==> src/rtl/branch_resolve_unit_if.sv <==
// Bundle of the execute-side branch request and the resolved redirect/mispredict
// response exchanged between the issue logic (master) and the resolution unit (slave).
interface branch_resolve_unit_if #(
    parameter int XLEN  = 64,
    parameter int PC_W  = 64,
    parameter int CNT_W = 16
);
    logic              in_valid;
    logic              stall;
    logic              flush;
    logic [2:0]        funct3;
    logic [XLEN-1:0]   rs1;
    logic [XLEN-1:0]   rs2;
    logic [PC_W-1:0]   pc;
    logic [PC_W-1:0]   imm;
    logic              pred_taken;

    logic              out_valid;
    logic              taken;
    logic [PC_W-1:0]   target;
    logic [PC_W-1:0]   redirect_pc;
    logic              mispredict;
    logic              illegal;
    logic [CNT_W-1:0]  mispredict_cnt;

    modport master (
        output in_valid, stall, flush, funct3, rs1, rs2, pc, imm, pred_taken,
        input  out_valid, taken, target, redirect_pc, mispredict, illegal, mispredict_cnt
    );

    modport slave (
        input  in_valid, stall, flush, funct3, rs1, rs2, pc, imm, pred_taken,
        output out_valid, taken, target, redirect_pc, mispredict, illegal, mispredict_cnt
    );
endinterface

==> src/rtl/branch_resolve_unit.sv <==
// Execute-stage branch resolution: evaluates RV64I conditional branches, computes
// the target and raises a registered redirect/mispredict pulse, in 1 or 2 stages.
module branch_resolve_unit #(
    parameter int XLEN   = 64,
    parameter int PC_W   = 64,
    parameter int STAGES = 1,
    parameter int CNT_W  = 16
) (
    input  logic                 clk_i,
    input  logic                 rst_ni,
    branch_resolve_unit_if.slave bus
);

    localparam logic [PC_W-1:0]  PC_STEP = PC_W'(3'd4);
    localparam logic [CNT_W-1:0] CNT_MAX = {CNT_W{1'b1}};
    localparam logic [CNT_W-1:0] CNT_ONE = CNT_W'(1'b1);

    logic [XLEN-1:0] rs1_s, rs2_s;
    logic [PC_W-1:0] pc_s, imm_s, tgt_s, pc4_s;
    logic            eq_s, slt_s, sltu_s, advance_s;

    // Entry being resolved this cycle: straight from the inputs or from stage 1
    logic            sel_valid_s, sel_eq_s, sel_slt_s, sel_sltu_s, sel_pred_s;
    logic            sel_taken_s, sel_illegal_s;
    logic [2:0]      sel_f3_s;
    logic [PC_W-1:0] sel_tgt_s, sel_pc4_s;

    logic             out_valid_q, out_valid_d, taken_q, taken_d;
    logic             mispredict_q, mispredict_d, illegal_q, illegal_d;
    logic [PC_W-1:0]  target_q, target_d, redirect_q, redirect_d;
    logic [CNT_W-1:0] cnt_q, cnt_d;

    assign rs1_s     = bus.rs1;
    assign rs2_s     = bus.rs2;
    assign pc_s      = bus.pc;
    assign imm_s     = bus.imm;
    assign advance_s = ~bus.flush & ~bus.stall;

    // Raw comparisons and wrapping address arithmetic on the incoming branch
    always_comb begin
        eq_s   = (rs1_s == rs2_s);
        slt_s  = ($signed(rs1_s) < $signed(rs2_s));
        sltu_s = (rs1_s < rs2_s);
        tgt_s  = pc_s + imm_s;
        pc4_s  = pc_s + PC_STEP;
    end

    generate
        if (STAGES == 1) begin : g_one
            assign sel_valid_s = bus.in_valid;
            assign sel_eq_s    = eq_s;
            assign sel_slt_s   = slt_s;
            assign sel_sltu_s  = sltu_s;
            assign sel_f3_s    = bus.funct3;
            assign sel_tgt_s   = tgt_s;
            assign sel_pc4_s   = pc4_s;
            assign sel_pred_s  = bus.pred_taken;
        end else if (STAGES == 2) begin : g_two
            logic            s1_valid_q, s1_valid_d, s1_eq_q, s1_eq_d, s1_slt_q, s1_slt_d;
            logic            s1_sltu_q, s1_sltu_d, s1_pred_q, s1_pred_d;
            logic [2:0]      s1_f3_q, s1_f3_d;
            logic [PC_W-1:0] s1_tgt_q, s1_tgt_d, s1_pc4_q, s1_pc4_d;

            // Stage-1 capture; a branch arriving as the output takes a mispredict is wrong-path
            always_comb begin
                s1_valid_d = s1_valid_q;
                s1_eq_d    = s1_eq_q;
                s1_slt_d   = s1_slt_q;
                s1_sltu_d  = s1_sltu_q;
                s1_pred_d  = s1_pred_q;
                s1_f3_d    = s1_f3_q;
                s1_tgt_d   = s1_tgt_q;
                s1_pc4_d   = s1_pc4_q;
                if (bus.flush) begin
                    s1_valid_d = 1'b0;
                end else if (bus.stall) begin
                    s1_valid_d = s1_valid_q;
                end else begin
                    s1_valid_d = bus.in_valid & ~mispredict_d;
                    if (bus.in_valid) begin
                        s1_eq_d   = eq_s;
                        s1_slt_d  = slt_s;
                        s1_sltu_d = sltu_s;
                        s1_pred_d = bus.pred_taken;
                        s1_f3_d   = bus.funct3;
                        s1_tgt_d  = tgt_s;
                        s1_pc4_d  = pc4_s;
                    end else begin
                        s1_eq_d   = s1_eq_q;
                    end
                end
            end

            // Stage-1 register with synchronous reset
            always_ff @(posedge clk_i) begin
                if (!rst_ni) begin
                    s1_valid_q <= 1'b0;
                    s1_eq_q    <= 1'b0;
                    s1_slt_q   <= 1'b0;
                    s1_sltu_q  <= 1'b0;
                    s1_pred_q  <= 1'b0;
                    s1_f3_q    <= 3'b000;
                    s1_tgt_q   <= {PC_W{1'b0}};
                    s1_pc4_q   <= {PC_W{1'b0}};
                end else begin
                    s1_valid_q <= s1_valid_d;
                    s1_eq_q    <= s1_eq_d;
                    s1_slt_q   <= s1_slt_d;
                    s1_sltu_q  <= s1_sltu_d;
                    s1_pred_q  <= s1_pred_d;
                    s1_f3_q    <= s1_f3_d;
                    s1_tgt_q   <= s1_tgt_d;
                    s1_pc4_q   <= s1_pc4_d;
                end
            end

            assign sel_valid_s = s1_valid_q;
            assign sel_eq_s    = s1_eq_q;
            assign sel_slt_s   = s1_slt_q;
            assign sel_sltu_s  = s1_sltu_q;
            assign sel_f3_s    = s1_f3_q;
            assign sel_tgt_s   = s1_tgt_q;
            assign sel_pc4_s   = s1_pc4_q;
            assign sel_pred_s  = s1_pred_q;
        end else begin : g_bad
            $fatal(1, "branch_resolve_unit: STAGES must be 1 or 2");
        end
    endgenerate

    // Outcome select; 010/011 fall to the default and resolve not-taken
    always_comb begin
        sel_illegal_s = (sel_f3_s == 3'b010) || (sel_f3_s == 3'b011);
        case (sel_f3_s)
            3'b000:  sel_taken_s = sel_eq_s;
            3'b001:  sel_taken_s = ~sel_eq_s;
            3'b100:  sel_taken_s = sel_slt_s;
            3'b101:  sel_taken_s = ~sel_slt_s;
            3'b110:  sel_taken_s = sel_sltu_s;
            3'b111:  sel_taken_s = ~sel_sltu_s;
            default: sel_taken_s = 1'b0;
        endcase
    end

    // Output register next-state; pulses drop on stall so a held result is reported once
    always_comb begin
        out_valid_d  = 1'b0;
        taken_d      = taken_q;
        target_d     = target_q;
        redirect_d   = redirect_q;
        mispredict_d = 1'b0;
        illegal_d    = 1'b0;
        cnt_d        = cnt_q;
        if (advance_s && sel_valid_s) begin
            out_valid_d  = 1'b1;
            taken_d      = sel_taken_s;
            target_d     = sel_tgt_s;
            redirect_d   = sel_taken_s ? sel_tgt_s : sel_pc4_s;
            illegal_d    = sel_illegal_s;
            mispredict_d = ~sel_illegal_s & (sel_taken_s != sel_pred_s);
            if (mispredict_d && (cnt_q != CNT_MAX)) begin
                cnt_d = cnt_q + CNT_ONE;
            end else begin
                cnt_d = cnt_q;
            end
        end else begin
            out_valid_d = 1'b0;
        end
    end

    // Output register with synchronous reset
    always_ff @(posedge clk_i) begin
        if (!rst_ni) begin
            out_valid_q  <= 1'b0;
            taken_q      <= 1'b0;
            target_q     <= {PC_W{1'b0}};
            redirect_q   <= {PC_W{1'b0}};
            mispredict_q <= 1'b0;
            illegal_q    <= 1'b0;
            cnt_q        <= {CNT_W{1'b0}};
        end else begin
            out_valid_q  <= out_valid_d;
            taken_q      <= taken_d;
            target_q     <= target_d;
            redirect_q   <= redirect_d;
            mispredict_q <= mispredict_d;
            illegal_q    <= illegal_d;
            cnt_q        <= cnt_d;
        end
    end

    assign bus.out_valid      = out_valid_q;
    assign bus.taken          = taken_q;
    assign bus.target         = target_q;
    assign bus.redirect_pc    = redirect_q;
    assign bus.mispredict     = mispredict_q;
    assign bus.illegal        = illegal_q;
    assign bus.mispredict_cnt = cnt_q;

endmodule

==> src/flat_wrapper.sv <==
// flat-port wrapper written by rule: the top's interface ports become plain ports
module branch_resolve_unit_flat 
#(
    parameter int XLEN   = 64,
    parameter int PC_W   = 64,
    parameter int STAGES = 1,
    parameter int CNT_W  = 16
)
  (clk_i, rst_ni, bus_in_valid, bus_stall, bus_flush, bus_funct3, bus_rs1, bus_rs2, bus_pc, bus_imm, bus_pred_taken, bus_out_valid, bus_taken, bus_target, bus_redirect_pc, bus_mispredict, bus_illegal, bus_mispredict_cnt);
  branch_resolve_unit_if #(.XLEN(XLEN), .PC_W(PC_W), .CNT_W(CNT_W)) bus_i ();
  input  logic clk_i;
  input  logic rst_ni;
  input wire logic [$bits(bus_i.in_valid)-1:0] bus_in_valid;
  input wire logic [$bits(bus_i.stall)-1:0] bus_stall;
  input wire logic [$bits(bus_i.flush)-1:0] bus_flush;
  input wire logic [$bits(bus_i.funct3)-1:0] bus_funct3;
  input wire logic [$bits(bus_i.rs1)-1:0] bus_rs1;
  input wire logic [$bits(bus_i.rs2)-1:0] bus_rs2;
  input wire logic [$bits(bus_i.pc)-1:0] bus_pc;
  input wire logic [$bits(bus_i.imm)-1:0] bus_imm;
  input wire logic [$bits(bus_i.pred_taken)-1:0] bus_pred_taken;
  output wire logic [$bits(bus_i.out_valid)-1:0] bus_out_valid;
  output wire logic [$bits(bus_i.taken)-1:0] bus_taken;
  output wire logic [$bits(bus_i.target)-1:0] bus_target;
  output wire logic [$bits(bus_i.redirect_pc)-1:0] bus_redirect_pc;
  output wire logic [$bits(bus_i.mispredict)-1:0] bus_mispredict;
  output wire logic [$bits(bus_i.illegal)-1:0] bus_illegal;
  output wire logic [$bits(bus_i.mispredict_cnt)-1:0] bus_mispredict_cnt;
  assign bus_i.in_valid = bus_in_valid;
  assign bus_i.stall = bus_stall;
  assign bus_i.flush = bus_flush;
  assign bus_i.funct3 = bus_funct3;
  assign bus_i.rs1 = bus_rs1;
  assign bus_i.rs2 = bus_rs2;
  assign bus_i.pc = bus_pc;
  assign bus_i.imm = bus_imm;
  assign bus_i.pred_taken = bus_pred_taken;
  assign bus_out_valid = bus_i.out_valid;
  assign bus_taken = bus_i.taken;
  assign bus_target = bus_i.target;
  assign bus_redirect_pc = bus_i.redirect_pc;
  assign bus_mispredict = bus_i.mispredict;
  assign bus_illegal = bus_i.illegal;
  assign bus_mispredict_cnt = bus_i.mispredict_cnt;
  branch_resolve_unit #(.XLEN(XLEN), .PC_W(PC_W), .STAGES(STAGES), .CNT_W(CNT_W)) u_core (.clk_i(clk_i), .rst_ni(rst_ni), .bus(bus_i));
endmodule
==> config.mk <==
export PLATFORM = sky130hd
export DESIGN_NAME = branch_resolve_unit_flat
export DESIGN_NICKNAME = d
export VERILOG_FILES = /design/src/rtl/branch_resolve_unit_if.sv /design/src/rtl/branch_resolve_unit.sv /design/src/flat_wrapper.sv
export SDC_FILE = /design/constraint.sdc
export NUM_CORES = 1
export LEC_CHECK = 0
export BUFFER_PORTS_ARGS = -buffer_cell sky130_fd_sc_hd__buf_4
export CORE_UTILIZATION = 45
export DETAILED_ROUTE_END_ITERATION = 10
export PLACE_DENSITY = 0.72
export REMOVE_ABC_BUFFERS = 1
export SYNTH_ARGS = -nofsm -noshare
export SYNTH_HDL_FRONTEND = slang
export SYNTH_SLANG_ARGS = --single-unit
==> constraint.sdc <==
create_clock -name clk_i -period 4.8 [get_ports clk_i]
set_input_delay 0.72 -clock clk_i [delete_from_list [all_inputs] [get_ports clk_i]]
set_output_delay 0.72 -clock clk_i [all_outputs]
set_load 0.03 [all_outputs]
==> flow_summary.yaml <==
global_routing:
  grt_pass1_vias: 13210
  grt.overflow.total: 0
  grt_max_degree: 113
  grt_pass1_wl_mm: 71.52
  antenna_found_initial: 0
  grt_usage: 0.3191
power_and_ir_drop:
  total_power_mw: 4.109
  powerDensity_mw_per_mm2: 251.2
  p_leak_nw: 7.436
  ir_drop_mv: 0.1639
yosys:
  synth-seq-area-share: 0.2373
  synth_xor_xnor_area_share: 0.08337
  synth_top_family_by_area: "simple AND/OR/NAND/NOR gates"
  netlist_instances: 1714
  netlist-cell-type-count: 72
  yosys.area_share.simple: 0.2407
  synthAdderAreaFrac: 0.1309
  yosysWarnings: 0
  synth_compound_area_frac: 0.2324
  yosys_register_bits: 148
  synth_edf_count: 0
  synthMuxAreaShare: 0.01774
  synthesis.area_mm2: 0.01249
  synth_ff_type: "dfxtp_1"
  avgSynthCellArea_um2: 7.285
  async_reset_ff_frac: 0
route:
  wl_mm: 46.53
  drt_pass1_iterations: 5
  drt_iter0_drc: 1070
  post_drt_wl_per_cell_um: 18.98
  ant_nets: 0
  drc_errors: 0
  vias: 14100
  vias_per_cell: 5.754
floorplan:
  rows: 60
  core_area_mm2: 0.02710
  fp.dieH_um: 168.6
  start_util: 0.4608
  dieArea_mm2: 0.02842
  die_w_um: 168.6
  ios: 413
finish:
  area_delta_synth_final_pct: 31.02
  instances_no_fill: 2451
  n_antenna_cell: 0
  seqCellArea_mm2: 0.002963
  final_nets: 2461
  final_cell_mix: "buf_4, nand2_1, a21oi_1"
  fillCellCount: 2580
  drive_gt1_frac: 0.2270
  final_common_cell: "buf_4"
  multi_input_area_mm2: 0.008825
placement:
  io_buffer_count: 412
  dpl.hpwl_mm: 36.24
  pre_cts_slack_ps: 580.7
  gp_congestion: 0.9395
  placedCellCount: 2419
sta:
  tightest_slew_ps: 1058
  finalHoldViolCount: 0
  fin_skew_ps: 4.899
  fin_ws_ps: 940.0
  setup_viol: 0
  rsz0062_at_grt: "no"
  maxSlewHeadroom: 0.2932
  fmax_mhz: 259.1
  fin_crit_ps: 3860
  post-route-period-util: 0.8042
  slew_violations: 0
critical_path:
  critPathLaunch: "bus_pc[0]"
  cp.required_ps: 5130
  worstSetupPathType: "in2reg"
  r2r_start: "u_core.bus.mispredict_cnt[7]"
  crit_path_end_kind: "flop"
  crit_path_top_delay_cell: "o31ai_1"
  crit_path_max_fanout: 5
  cp.arrival_ps: 4190
  path_cells: "buf_4 -> ha_1 -> inv_1 -> fa_1 -> nor2b_1 -> o21bai_1 -> a211o_1 -> a211o_1 -> nand3_1 -> o21ai_0 -> o31ai_1 -> a41oi_1 -> xnor2_1 -> a21o_1"
  cp_common_cell: "a211o_1"
  critPathMaxStageDelay_ps: 750
  critPathLaunchType: "primary input"
clocking:
  clk_pin_slew_ps: 70
  cts_buffer_depth: 2
  numCtsBuffers: 17
  insertion_delay_ps: 430
  clock_sinks: 148
  cts_hold_buf: 0
  htree_levels: 4
  cts_resized: 0
  cts_tree: "yes"
  cts_setup_buffers: 0
  clock-root-buffer: "clkbuf_16"
worst_hold_path:
  worstHoldStart: "u_core.bus.redirect_pc[37]"
  hold_class: "reg2reg"
job:
  cap_violations: 0
outcome:
  outcome: "finished, final reports clean"
-- power by group --
part           total (mW)  internal (mW)  leakage (nW)  switching (mW)
clock                1.35          0.692         0.276           0.655
combinational        1.44          0.585          5.96           0.859
sequential           1.32           1.28          1.20          0.0343
-- metrics by stage --
stage                     TNS, ps  instance area [um^2]    util  hold slack [ps]
after floorplan             -7881                 12120       -            570.7
after global placement          0                 15800  0.5829            438.3
after detailed placement        0                 15800  0.5829            442.9
after CTS                       0                 16360  0.6037            453.8
after global routing            0                 16360  0.6037            475.8
final                           0                 16360  0.6037            451.8
-- Yosys cell counts (11+ instances only) --
master	instances	area, um^2
nand2_1	241	904.6
a21oi_1	186	930.9
dfxtp_1	148	2963
ha_1	129	1614
nor2_1	110	412.9
o21ai_0	108	540.5
inv_1	92	345.3
nand3_1	86	430.4
clkbuf_1	73	274.0
xnor2_1	68	595.6
nand4_1	53	331.6
xor2_1	49	429.2
a21o_1	36	270.3
nor3_1	31	155.2
nand2b_1	25	156.4
mux2i_1	21	210.2
a31oi_1	20	125.1
and3_1	17	106.4
nor4_1	15	93.84
o21bai_1	15	112.6
a211oi_1	14	105.1
o21a_1	14	105.1
and2_1	12	75.07
o31ai_1	12	90.09
a22o_1	11	96.34
-- worst max-delay path: cells and delay by family --
kind,cells,cell delay (ps)
simple gates,2,270
compound gates,7,2240
fa+ha+maj,2,620
xor+xnor,1,190
buf+inv,2,150
-- cell type report --
cell class | count | area share
Inverter | 93 | 0.02134
Clock buffer | 18 | 0.02623
Multi-Input combinational cell | 1382 | 0.5394
Timing Repair Buffer | 424 | 0.1953
Clock inverter | 14 | 0.008183
Sequential cell | 148 | 0.1811
Tap cell | 372 | 0.02845
-- logic make-up (layout without fill, tap and decap cells) --
logic type                 Yosys count  count (layout)
muxes                               22              22
AOI/OAI and AO/OA                  476             476
and+or+nand+nor                    636             636
buffers and inverters              184             549
DFF                                148             148
xor gates and xnor gates           118             118
adders and majority gates          130             130
-- metal layers --
| layer | track usage | share of wire | wire length, um |
|---|---|---|---|
| met5 | 0 | 0 | 0 |
| met4 | 0.1225 | 0.033 | 1546 |
| met3 | 0.05822 | 0.076 | 3532 |
| met2 | 0.5244 | 0.46 | 21400 |
| met1 | 0.4143 | 0.43 | 20050 |
-- final timing paths --
path                                       end  slack [ps]  cells past startpoint
setup / recovery    u_core.bus.redirect_pc[60]         940                     14
hold / removal      u_core.bus.redirect_pc[37]         450                      2
setup reg to reg  u_core.bus.mispredict_cnt[6]        2650                      9
hold reg to reg     u_core.bus.redirect_pc[37]         450                      2
-- sequential cells by signal, summed over array words and instances, names as in the netlist --
register and cells:
u_core.bus.mispredict_cnt 16, u_core.bus.taken 1, u_core.bus.illegal 1, u_core.bus.mispredict 1
u_core.bus.redirect_pc 64, u_core.bus.out_valid 1, u_core.bus.target 64
Power figures use the tool's default switching activity.
